$ cat config.mk
export PLATFORM = sky130hd
export DESIGN_NAME = i2c_target_rx
export DESIGN_NICKNAME = d
export VERILOG_FILES = /design/src/rtl/i2c_pkg.sv /design/src/rtl/i2c_sync_edge.sv /design/src/rtl/i2c_target_rx.sv
export SDC_FILE = /design/constraint.sdc
export NUM_CORES = 1
export LEC_CHECK = 0
export CORE_MARGIN = 2
export CORE_UTILIZATION = 50
export DETAILED_ROUTE_END_ITERATION = 10
export PLACE_DENSITY = 0.77
export SYNTH_ARGS = -nofsm -noshare
export SYNTH_HDL_FRONTEND = slang
export SYNTH_SLANG_ARGS = --single-unit
$ cat constraint.sdc
create_clock -name clk -period 2.1 [get_ports clk]
set_clock_uncertainty 0.1 [all_clocks]
set_input_delay 0.21 -clock clk [delete_from_list [all_inputs] [get_ports clk]]
set_output_delay 0.21 -clock clk [all_outputs]
set_load 0.02 [all_outputs]
$ cat src/rtl/i2c_pkg.sv
// Shared I2C definitions: field widths and the target receiver state set.
package i2c_pkg;

  localparam int unsigned I2C_ADDR_W = 7;
  localparam int unsigned I2C_DATA_W = 8;

  typedef enum logic [2:0] {
    IDLE,
    ADDR,
    ADDR_ACK,
    DATA,
    DATA_ACK,
    WAIT_STOP
  } i2c_tgt_state_e;

endpackage

$ cat src/rtl/i2c_sync_edge.sv
// Multi-flop synchroniser for an asynchronous bus line, with single-cycle rise/fall strobes.
module i2c_sync_edge #(
  parameter int unsigned SYNC_STAGES = 2
) (
  input  logic clk_i,
  input  logic rst_ni,
  input  logic d_i,
  output logic q_o,
  output logic rise_o,
  output logic fall_o
);

  logic [SYNC_STAGES-1:0] sync_q;
  logic                   prev_q;

  // Reset to 1 so an idle (pulled-up) bus produces no spurious edges.
  always_ff @(posedge clk_i or negedge rst_ni) begin
    if (!rst_ni) begin
      sync_q <= '1;
      prev_q <= 1'b1;
    end else begin
      sync_q <= {sync_q[SYNC_STAGES-2:0], d_i};
      prev_q <= sync_q[SYNC_STAGES-1];
    end
  end

  assign q_o    = sync_q[SYNC_STAGES-1];
  assign rise_o = sync_q[SYNC_STAGES-1] & ~prev_q;
  assign fall_o = ~sync_q[SYNC_STAGES-1] & prev_q;

endmodule

$ cat src/rtl/i2c_target_rx.sv
// Write-only I2C target receiver: START/STOP detection, address match, byte delivery with ACK/NACK.
module i2c_target_rx
  import i2c_pkg::*;
#(
  parameter logic [I2C_ADDR_W-1:0] DEV_ADDR    = 7'h55,
  parameter int unsigned           SYNC_STAGES = 2
) (
  input  logic                  clk,
  input  logic                  reset_n,
  input  logic                  scl_in,
  input  logic                  sda_in,
  output logic                  sda_oe,
  input  logic                  rx_ready,
  output logic [I2C_DATA_W-1:0] data_out,
  output logic                  data_valid,
  output logic                  busy,
  output logic                  stop_det
);

  logic s_scl, scl_rise, scl_fall;
  logic s_sda, sda_rise, sda_fall;
  logic start_c, stop_c;

  i2c_sync_edge #(.SYNC_STAGES(SYNC_STAGES)) u_sync_scl (
    .clk_i  (clk),
    .rst_ni (reset_n),
    .d_i    (scl_in),
    .q_o    (s_scl),
    .rise_o (scl_rise),
    .fall_o (scl_fall)
  );

  i2c_sync_edge #(.SYNC_STAGES(SYNC_STAGES)) u_sync_sda (
    .clk_i  (clk),
    .rst_ni (reset_n),
    .d_i    (sda_in),
    .q_o    (s_sda),
    .rise_o (sda_rise),
    .fall_o (sda_fall)
  );

  assign start_c = sda_fall & s_scl;
  assign stop_c  = sda_rise & s_scl;

  i2c_tgt_state_e        state_q, state_d;
  logic [2:0]            cnt_q, cnt_d;
  logic [I2C_DATA_W-1:0] shift_q, shift_d;
  logic                  done_q, done_d;
  logic                  armed_q, armed_d;
  logic                  sda_oe_q, sda_oe_d;
  logic                  busy_q, busy_d;
  logic [I2C_DATA_W-1:0] data_out_q, data_out_d;
  logic                  valid_q, valid_d;
  logic                  stop_q, stop_d;

  always_ff @(posedge clk or negedge reset_n) begin
    if (!reset_n) begin
      state_q    <= IDLE;
      cnt_q      <= '0;
      shift_q    <= '0;
      done_q     <= 1'b0;
      armed_q    <= 1'b0;
      sda_oe_q   <= 1'b0;
      busy_q     <= 1'b0;
      data_out_q <= '0;
      valid_q    <= 1'b0;
      stop_q     <= 1'b0;
    end else begin
      state_q    <= state_d;
      cnt_q      <= cnt_d;
      shift_q    <= shift_d;
      done_q     <= done_d;
      armed_q    <= armed_d;
      sda_oe_q   <= sda_oe_d;
      busy_q     <= busy_d;
      data_out_q <= data_out_d;
      valid_q    <= valid_d;
      stop_q     <= stop_d;
    end
  end

  always_comb begin
    state_d    = state_q;
    cnt_d      = cnt_q;
    shift_d    = shift_q;
    done_d     = done_q;
    armed_d    = armed_q;
    sda_oe_d   = sda_oe_q;
    busy_d     = busy_q;
    data_out_d = data_out_q;
    valid_d    = 1'b0;
    stop_d     = 1'b0;

    if (stop_c) begin
      state_d  = IDLE;
      cnt_d    = '0;
      done_d   = 1'b0;
      sda_oe_d = 1'b0;
      busy_d   = 1'b0;
      stop_d   = 1'b1;
    end else if (start_c) begin
      // busy is left alone here; the address decision of the new transfer settles it.
      state_d  = ADDR;
      cnt_d    = '0;
      done_d   = 1'b0;
      sda_oe_d = 1'b0;
    end else begin
      unique case (state_q)
        IDLE: ;
        ADDR: begin
          if (scl_rise) begin
            shift_d = {shift_q[I2C_DATA_W-2:0], s_sda};
            cnt_d   = cnt_q + 3'd1;
            if (cnt_q == 3'd7) done_d = 1'b1;
          end else if (scl_fall && done_q) begin
            done_d = 1'b0;
            if (shift_q[I2C_DATA_W-1:1] == DEV_ADDR && !shift_q[0]) begin
              state_d  = ADDR_ACK;
              sda_oe_d = 1'b1;
              busy_d   = 1'b1;
            end else begin
              state_d = WAIT_STOP;
              busy_d  = 1'b0;
            end
          end
        end
        ADDR_ACK: begin
          if (scl_fall) begin
            state_d  = DATA;
            sda_oe_d = 1'b0;
            cnt_d    = '0;
          end
        end
        DATA: begin
          if (scl_rise) begin
            shift_d = {shift_q[I2C_DATA_W-2:0], s_sda};
            cnt_d   = cnt_q + 3'd1;
            if (cnt_q == 3'd7) begin
              done_d  = 1'b1;
              armed_d = rx_ready;
              if (rx_ready) begin
                data_out_d = {shift_q[I2C_DATA_W-2:0], s_sda};
                valid_d    = 1'b1;
              end
            end
          end else if (scl_fall && done_q) begin
            done_d   = 1'b0;
            state_d  = DATA_ACK;
            sda_oe_d = armed_q;
          end
        end
        DATA_ACK: begin
          if (scl_fall) begin
            sda_oe_d = 1'b0;
            state_d  = armed_q ? DATA : WAIT_STOP;
          end
        end
        WAIT_STOP: sda_oe_d = 1'b0;
        default:   state_d  = IDLE;
      endcase
    end
  end

  assign sda_oe     = sda_oe_q;
  assign busy       = busy_q;
  assign data_out   = data_out_q;
  assign data_valid = valid_q;
  assign stop_det   = stop_q;

endmodule
== Word-level counts from Yosys, hierarchy flattened ==
Index checks and enable logic that the tools add are counted.

* Bits in registers: 34
* Logic and storage cells: 112
* Input bits: 5
* Output and inout bits: 12

* Add/sub/neg operators: 1
* Multiplexer cells: 44
* Bitwise logic cells: 12
* Reduce and logical (&&, ||, !) cells: 21
* Equal/unequal tests: 20

{| class="wikitable"
|+ Operators with widths
! cell !! count
|-
| 3-bit 2-to-1 mux || 14
|-
| 4-bit inequality test (second input constant) || 7
|-
| 1-bit 2-to-1 mux || 27
|-
| 3-bit one-hot mux with 5 select lines || 1
|-
| 7-bit AND reduction || 2
|-
| 4-bit by 1-bit inequality test with 1-bit output (second input constant) || 3
|-
| 3-bit equality test (second input constant) || 3
|-
| 4-bit AND reduction || 2
|-
| 4-bit nonzero test || 2
|-
| 7-bit equality test (second input constant) || 1
|-
| 1-bit bitwise AND || 6
|-
| 3-bit by 2-bit equality test with 1-bit output (second input constant) || 2
|-
| 1-bit inverter || 6
|-
| 3-bit one-hot mux with 2 select lines || 1
|-
| 3-bit AND reduction || 2
|-
| 6-bit AND reduction || 1
|-
| 6-bit nonzero test || 1
|-
| 2-bit OR reduction || 3
|-
| 5-bit AND reduction || 1
|-
| 2-bit by 1-bit inequality test with 1-bit output (second input constant) || 2
|-
| 1-bit one-hot mux with 4 select lines || 1
|-
| 2-bit nonzero test || 2
|-
| 3-bit by 1-bit adder with 3-bit output (second input constant) || 1
|-
| 3-bit by 1-bit equality test with 1-bit output (second input constant) || 1
|-
| other kinds (5) || 6
|}

== Depth between registers and ports, before layout ==
Gate-level depths: netlist of run 1.

* Depth in word-level cells: 8
* Gate-level depth with buffers: 6
* Gate-level depth less buffers: 5

== Hierarchy ==
Synthesis of run 1 repeated with hierarchy kept, for this count alone.

* Cell total of the unflattened synthesis: 130
* Area total of the unflattened synthesis: 1547.7 µm²

{| class="wikitable"
|+ By module, submodules not included
! module !! seq. area each (µm²) !! cells each !! area an instance (µm²) !! instances
|-
| i2c_target_rx || 700.7 || 120 || 1360.1 || 1
|-
| i2c_sync_edge || 78.8 || 5 || 93.8 || 2
|}

== Least setup slack after synthesis of run 1 ==
No wires, ideal clock.

* Path kind: register to register
* Start point: reg u_sync_scl.sync_q[1]
* End point: reg data_out_q[0], in the netlist data_out[0]
* Stages on the path, launching flop included: 6
* Required time: 1875 ps
* Path buffers: 1
* Arrival: 1843 ps
* Path slack: 31 ps
* Library setup time: 125 ps
* Cells stage by stage: dfstp_2 -> and2b_1 -> or3b_1 -> or3_1 -> buf_6 -> mux2_4

* Word-level cells in the longest chain between the ends: 3
* Elaborated cells between the ends (all ways): 6

{| class="wikitable"
|+ Ends and longest elaborated chain
! what !! RTL line !! source
|-
| start: declaration || i2c_sync_edge.sv:13 || <nowiki>logic [SYNC_STAGES-1:0] sync_q;</nowiki>
|-
| start signal: assignment || i2c_sync_edge.sv:22 || <nowiki>sync_q <= {sync_q[SYNC_STAGES-2:0], d_i};</nowiki>
|-
| 1-bit bitwise AND, on equally long branches || i2c_target_rx.sv:43, i2c_target_rx.sv:42 ||
|-
| 1-bit inverter (no source line) || -- ||
|-
| 6-bit AND reduction (no source line) * || -- ||
|-
| end signal: assignment || i2c_target_rx.sv:76 || <nowiki>data_out_q <= data_out_d;</nowiki>
|-
| end: declaration || i2c_target_rx.sv:52 || <nowiki>logic [I2C_DATA_W-1:0] data_out_q, data_out_d;</nowiki>
|}

Every way passes the cells marked *; elsewhere a longest branch is shown, timed or not.
A chain may end at the register's enable or synchronous reset.

== Final worst setup path of run 1 ==
Same ends and word-level chain as after synthesis.

==> qor.csv, run 1 <==
stage;metric;value;unit
status;status;complete, no violations;
cts;cts_tree;done;
detailed_routing;vias_per_cell;5.275;
yosys;yosysWarnings;0;
yosys;synth_area;1590;µm²
detailed_routing;final_antenna_net_count;0;
place;place_ws;0.01447;ns
floorplan;num_rows;20;
critical_path;r2r_cells;5;
power_and_ir_drop;vdd.ir_drop.worst;0.6630;mV
yosys;synth-seq-area-share;53.97;%
critical_path;reg2reg_slack;0.01;ns
sta;rsz0062_at_grt;yes;
critical_path;crit_start;u_sync_scl.sync_q[1];
sta;worst_slew_pin_slew;0.5061;ns
hold_path;hp-class;in2async;
detailed_routing;vias;1076;
critical_path;path_cells;and2b_1 > or3b_4 > or3_4 > buf_6 > mux2_4;
sta;period_needed;2.090;ns
power_and_ir_drop;power.internal;1.363;mW
place;dp_cells;195;
yosys;syn-mean-instance-area;12.23;µm²
grt;grt_start_max_net_pins;35;
finish;area_growth;24.78;%
power_and_ir_drop;swShare;29.51;%
critical_path;r2r-end;data_out[0];
floorplan;die_y;60.40;µm
run;drv_cap;0;
finish;diodes;0;
critical_path;cp_max_fo;4;
detailed_routing;drcViolationCount;0;
power_and_ir_drop;switchingPower;570.4;µW
floorplan;dieArea;3648;µm²
yosys;synth_flop_cell;dfrtp_1;
sta;hold_violations;0;
grt;grt_antenna_before_repair;0;
cts;cts_buffers;5;
sta;finalSetupViolCount;0;
yosys;synth_edf_count;0;
cts;clkTransAtPathRegs;0.11;ns
yosys;ys_ff_latch;34;
critical_path;end_kind;flop;
finish;drive_above_1_share;29.38;%
critical_path;worst_path_max_delay_cell;dfstp_2;
cts;clock_latency;0.34;ns
power_and_ir_drop;p_per_area;974.2;nW/µm²
sta;drv_slew;0;
cts;clock_sinks;34;
yosys;yosysTopAreaCellShare;44.06;%
detailed_routing;finalWirelength;2902;µm
sta;max_slew_margin;66.18;%
sta;whs;0.1490;ns
sta;clock.fmax;0.4785;GHz
yosys;syn_inst;130;
power_and_ir_drop;p_comb_share;27.1;%
yosys;netlist_top_cells_area;dfrtp_1, dfstp_2, mux2_4;
cts;htree_num_levels;2;
sta;setup_ws;0.01000;ns
cts;cts_hold_buf;0;
floorplan;start_util;52.52;%
power_and_ir_drop;leakagePower;0.9628;nW
critical_path;path_class;reg2reg;
floorplan;coreArea;3028;µm²
critical_path;cp.arrival;2.22;ns
floorplan;io_pins;17;
grt;grt_pass1_wl;4940;µm
place;dp_hpwl;2109;µm
floorplan;die_width;60.40;µm
finish;nets;166;
place;gp_congestion;0.8561;
yosys;synthArstFlopShare;100.0;%
yosys;synth_top_area_cell;dfrtp_1;
sta;fin_crit_sh;99.52;%
critical_path;cp-start-kind;flop;
cts;cts.path.max_buffers;2;
critical_path;cpPeakStageDelay;0.54;ns
yosys;syn_nets;137;
finish;fillerInstances;238;
critical_path;worstReg2RegStart;u_sync_scl.sync_q[1];
place;io_buffers;16;
yosys;yosys.cell_types.count;38;
detailed_routing;drt_iter0_drc;54;
power_and_ir_drop;power_frac_seq;41.7;%
critical_path;critical_path_required;2.23;ns
detailed_routing;wire_per_inst;14.23;µm
detailed_routing;drtPass1Iterations;4;
grt;grt_pass1_vias;1082;
finish;stdcell_count;204;
grt;grt.total_usage;18.84;%
cts;cts-root-buf;clkbuf_4;
power_and_ir_drop;pwr-share-clk;31.2;%
grt;gr-total-overflow;0;
sequential cells by signal, indices dropped and copies added (netlist names):
name / flops
u_sync_scl.sync_q: 2
done_q: 1
data_out: 8
armed_q: 1
u_sync_sda.prev_q: 1
sda_oe: 1
u_sync_scl.prev_q: 1
stop_det: 1
u_sync_sda.sync_q: 2
shift_q: 8
cnt_q: 3
busy: 1
data_valid: 1
state_q: 3
per-stage QoR:
| step | util (%) | instance area [µm²] | power (mW) | TNS (ns) |
|---|---|---|---|---|
| 2_1_floorplan | - | 1590 | 1.158 | 0 |
| 3_3_place_gp | 61.24 | 1854 | 1.314 | 0 |
| 3_5_place_dp | 61.24 | 1854 | 1.330 | 0 |
| 4_1_cts | 64.83 | 1963 | 1.938 | -0.02237 |
| 5_1_grt | 65.54 | 1984 | 2.046 | -0.2128 |
| 6_report | 65.54 | 1984 | 1.933 | 0 |
worst max-delay path by stage:
stage	to	slack [ns]	cells past startpoint
6_report	data_out[0]	0.01	5
5_1_grt	data_out[6]	-0.04	5
4_1_cts	data_out[6]	-0.009	5
3_5_place_dp	data_out[4]	0.01	5
3_3_place_gp	data_out[2]	0.05	5
2_1_floorplan	data_out[0]	0.03	5
per-layer routing:
layer  global-route usage (%)  wire (µm)  part of all wire, %  vias up
met3                    5.757        116                  4.0        7
met2                    29.19       1388                   48       23
met4                    8.254         37                  1.3        0
met1                    24.62       1359                   47      523
li1                         -          -                    -      523
met5                        0          0                    0        -
cell type report:
cell class | instances | area, µm² | share of cell area (%)
Clock buffer | 5 | 37.54 | 1.892
Clock inverter | 3 | 68.82 | 3.468
Inverter | 5 | 18.77 | 0.9458
Multi-Input combinational cell | 86 | 695.7 | 35.06
Sequential cell | 34 | 858.3 | 43.25
Tap cell | 44 | 55.05 | 2.774
Timing Repair Buffer | 27 | 250.2 | 12.61
cell usage after synthesis (3+ instances only):
cell,number
mux2_2,10
inv_1,5
nor2b_1,6
nand2_1,11
dfrtp_1,28
mux2i_1,3
o21ai_0,5
dfstp_2,6
mux2_4,8
clkbuf_1,4
a21oi_1,6
nor2_1,3
placed cells by master (no fill, tap or decap), drive strengths merged, types with 3 or more instances in the layout:
master	netlist	layout
o21ai	5	5
clkdlybuf4s50	0	16
dfrtp	28	28
buf	1	11
nor2	3	3
dfstp	6	6
nor2b	6	6
mux2i	3	3
clkbuf	4	5
a21oi	6	6
inv	5	5
mux2	18	18
nand2	11	11
critical path, delay by kind of cell (launching register included):
kind	cells	cell delay, ns
simple gates	3	0.91
mux	1	0.29
buf+inv	1	0.15
flops	1	0.54
cells by family after synthesis:
group                    count (synthesis)  synth area share (%)
AO/OA/AOI/OAI                           24                 9.993
XOR/XNOR                                 3                 1.653
adder cells (fa/ha/maj)                  2                 1.573
buffers and inverters                   10                 2.832
flip-flops                              34                 53.97
multiplexers                            21                 16.52
AND/OR/NAND/NOR                         36                 13.45
power groups by stage:
stage	combinational, mW	sequential [mW]	clock, mW
after CTS	0.515	0.807	0.615
final	0.524	0.806	0.603
after global routing	0.575	0.820	0.651
after detailed placement	0.508	0.822	0
after global placement	0.500	0.814	0
after floorplan	0.345	0.813	0
what timing repair did:
item	CTS	global route
endpoints found under the setup margin	4	9
resized for setup	1	4
setup buffers	0	1
Power figures use the tool's default switching activity.
==> run 2: changes to the inputs <==
--- a/config.mk
+++ b/config.mk
@@ -8,6 +8,7 @@
 export CORE_MARGIN = 2
 export CORE_UTILIZATION = 50
 export DETAILED_ROUTE_END_ITERATION = 10
+export GPL_TIMING_DRIVEN = 0
 export PLACE_DENSITY = 0.77
 export SYNTH_ARGS = -nofsm -noshare
 export SYNTH_HDL_FRONTEND = slang
==> run 2 against run 1 <==
Net effect: sequential share of layout area is 1.1 points higher; count of clock-buffer cells in the layout rose by 1; die area is the same; via count is 0.28% higher; first-iteration DRC count decreased by 41%; sequential power about the same; total power is 13% lower; register-to-register slack barely moved; wire length is 2.1% higher; critical path type unchanged; utilization decreased by 1.6 points; clock power is 37% lower; critical path depth stayed put.
==> qor.csv, run 2 (same netlist as run 1, synthesis figures left out) <==
stage;metric;value;unit;change
sta;finalSetupViolCount;0;;unchanged
critical_path;cp-start-kind;flop;;
detailed_routing;final_antenna_net_count;0;;unchanged
power_and_ir_drop;vdd.ir_drop.worst;0.4953;mV;-25%
finish;final_common_cell;dfrtp_1;;
status;status;complete, no violations;;
cts;cts_buffers;5;;unchanged
finish;fillerInstances;245;;+2.9%
finish;multi_input_area;705.7;µm²;+1.4%
floorplan;dieArea;3648;µm²;unchanged
floorplan;die_width;60.40;µm;unchanged
grt;grt_pass1_wl;5037;µm;+2.0%
run;drv_cap;0;;unchanged
detailed_routing;drcViolationCount;0;;unchanged
cts;cts.path.max_buffers;2;;unchanged
finish;nets;166;;unchanged
place;gp_congestion;0.8714;;+1.8%
critical_path;critical_path_required;2.22;ns;about the same
detailed_routing;drtPass1Iterations;4;;unchanged
hold_path;min_path_cells;1;;
power_and_ir_drop;p_per_area;870.8;nW/µm²;-11%
hold_path;hp-class;in2reg;;
critical_path;crit_start;u_sync_scl.sync_q[1];;
detailed_routing;wire_per_inst;14.53;µm;+2.1%
critical_path;end_kind;flop;;
critical_path;r2r_cells;5;;unchanged
grt;grt_antenna_before_repair;0;;unchanged
finish;drive_above_1_share;28.75;%;-0.63 points
grt;gr-total-overflow;0;;unchanged
detailed_routing;drt_iter0_drc;32;;-41%
critical_path;cp.arrival;2.22;ns;about the same
finish;seq_area;858.3;µm²;unchanged
floorplan;die_y;60.40;µm;unchanged
place;io_buffers;16;;unchanged
critical_path;cp_max_fo;5;;+1
grt;grt_start_max_net_pins;35;;unchanged
cts;htree_num_levels;2;;unchanged
grt;grt.total_usage;19.51;%;+0.67 points
cts;cts_tree;done;;
finish;area_growth;21.72;%;
finish;final_cell_mix;dfrtp_1, clkdlybuf4s50_1, nand2_1, mux2_2, mux2_4;;
sta;clock.fmax;0.4777;GHz;-0.16%
sta;period_needed;2.093;ns;+0.003373 ns
place;dp_hpwl;2058;µm;-2.4%
sta;max_slew_margin;51.27;%;-15 points
sta;fin_crit_sh;99.68;%;+0.16 points
floorplan;start_util;52.52;%;unchanged
detailed_routing;vias;1079;;+0.28%
hold_path;min_from;scl_in;;
critical_path;worstReg2RegStart;u_sync_scl.sync_q[1];;
grt;grt_pass1_vias;1080;;-0.18%
floorplan;num_rows;20;;unchanged
finish;diodes;0;;unchanged
detailed_routing;finalWirelength;2964;µm;+2.1%
sta;worst_slew_pin_slew;0.7310;ns;+0.2249 ns
detailed_routing;vias_per_cell;5.289;;+0.28%
sta;drv_slew;0;;unchanged
cts;clkTransAtPathRegs;0.10;ns;about the same
cts;cts-root-buf;clkbuf_4;;
floorplan;coreArea;3028;µm²;unchanged
floorplan;io_pins;17;;unchanged
power_and_ir_drop;leakagePower;0.9316;nW;-3.2%
cts;clock_sinks;34;;unchanged
sta;hold_violations;0;;unchanged
critical_path;path_class;reg2reg;;
cts;clock_latency;0.33;ns;about the same
sta;whs;0.1805;ns;+0.03155 ns
sta;rsz0062_at_grt;yes;;
sta;tns;0;ns;unchanged
## run 2: cell types whose count changed in the layout (fill, tap and decap cells not counted), sizes merged
cell | previous run | this run
dlygate4sd3 | 0 | 1
clkbuf | 5 | 10
clkinvlp | 0 | 1
buf | 11 | 7
clkdlybuf4s50 | 16 | 15
bufinv | 2 | 0
## run 2: layout make-up
type | count | area share [%]
Tap cell | 44 | 2.844
Timing Repair Buffer | 22 | 10.67
Inverter | 5 | 0.9696
Clock inverter | 2 | 0.6464
Buffer | 5 | 1.422
Clock buffer | 6 | 2.650
Sequential cell | 34 | 44.34
Multi-Input combinational cell | 86 | 36.46
## run 2: stage by stage
stage	std cells	power, mW	instance area [µm²]	setup WS (ns)	util [%]
2_1_floorplan	130	1.158	1590	0.03139	-
3_3_place_gp	190	1.283	1805	-0.05442	59.63
3_5_place_dp	190	1.293	1800	-0.05929	59.46
4_1_cts	202	1.684	1897	0.006700	62.64
5_1_grt	204	1.788	1936	-0.04800	63.93
6_report	204	1.685	1936	0.006631	63.93
## run 2: critical path, cell delays in order, from the launching register on
cell and delay [ns]:
dfstp_2 0.55, and2b_1 0.14, or3b_4 0.38, or3_4 0.39, buf_6 0.15, mux2_4 0.29
## run 2: where the power goes
part	switching [mW]	total [mW]	internal [mW]
clock	0.219	0.379	0.161
combinational	0.281	0.501	0.220
sequential	0.0652	0.805	0.740
total	0.564	1.69	1.12
## run 2: worst paths after layout
path	slack [ns]	to
worst max-delay path	0.007	data_out[0]
max in group asynchronous	1.07	cnt_q[1]
worst min register to register	0.26	u_sync_sda.sync_q[1]
worst max register to register	0.007	data_out[0]
min in group asynchronous	0.36	shift_q[5]
worst min-delay path	0.18	u_sync_scl.sync_q[0]
## run 2: what timing repair did
| action | CTS | global route |
|---|---|---|
| hold endpoints to repair | 28 | 0 |
| gates cloned | 0 | 1 |
| setup endpoints to repair | 12 | 17 |
| setup buffers | 3 | 1 |
| hold buffers | 1 | 0 |
| pin swaps | 0 | 0 |
| gates resized for setup | 0 | 10 |
## run 2: routing by layer
metal | track usage [%] | vias up | wire [µm]
li1 | - | 522 | -
met1 | 25.70 | 525 | 1385
met2 | 30.59 | 26 | 1402
met3 | 5.757 | 6 | 127
met4 | 7.619 | 0 | 48
met5 | 0 | - | 0
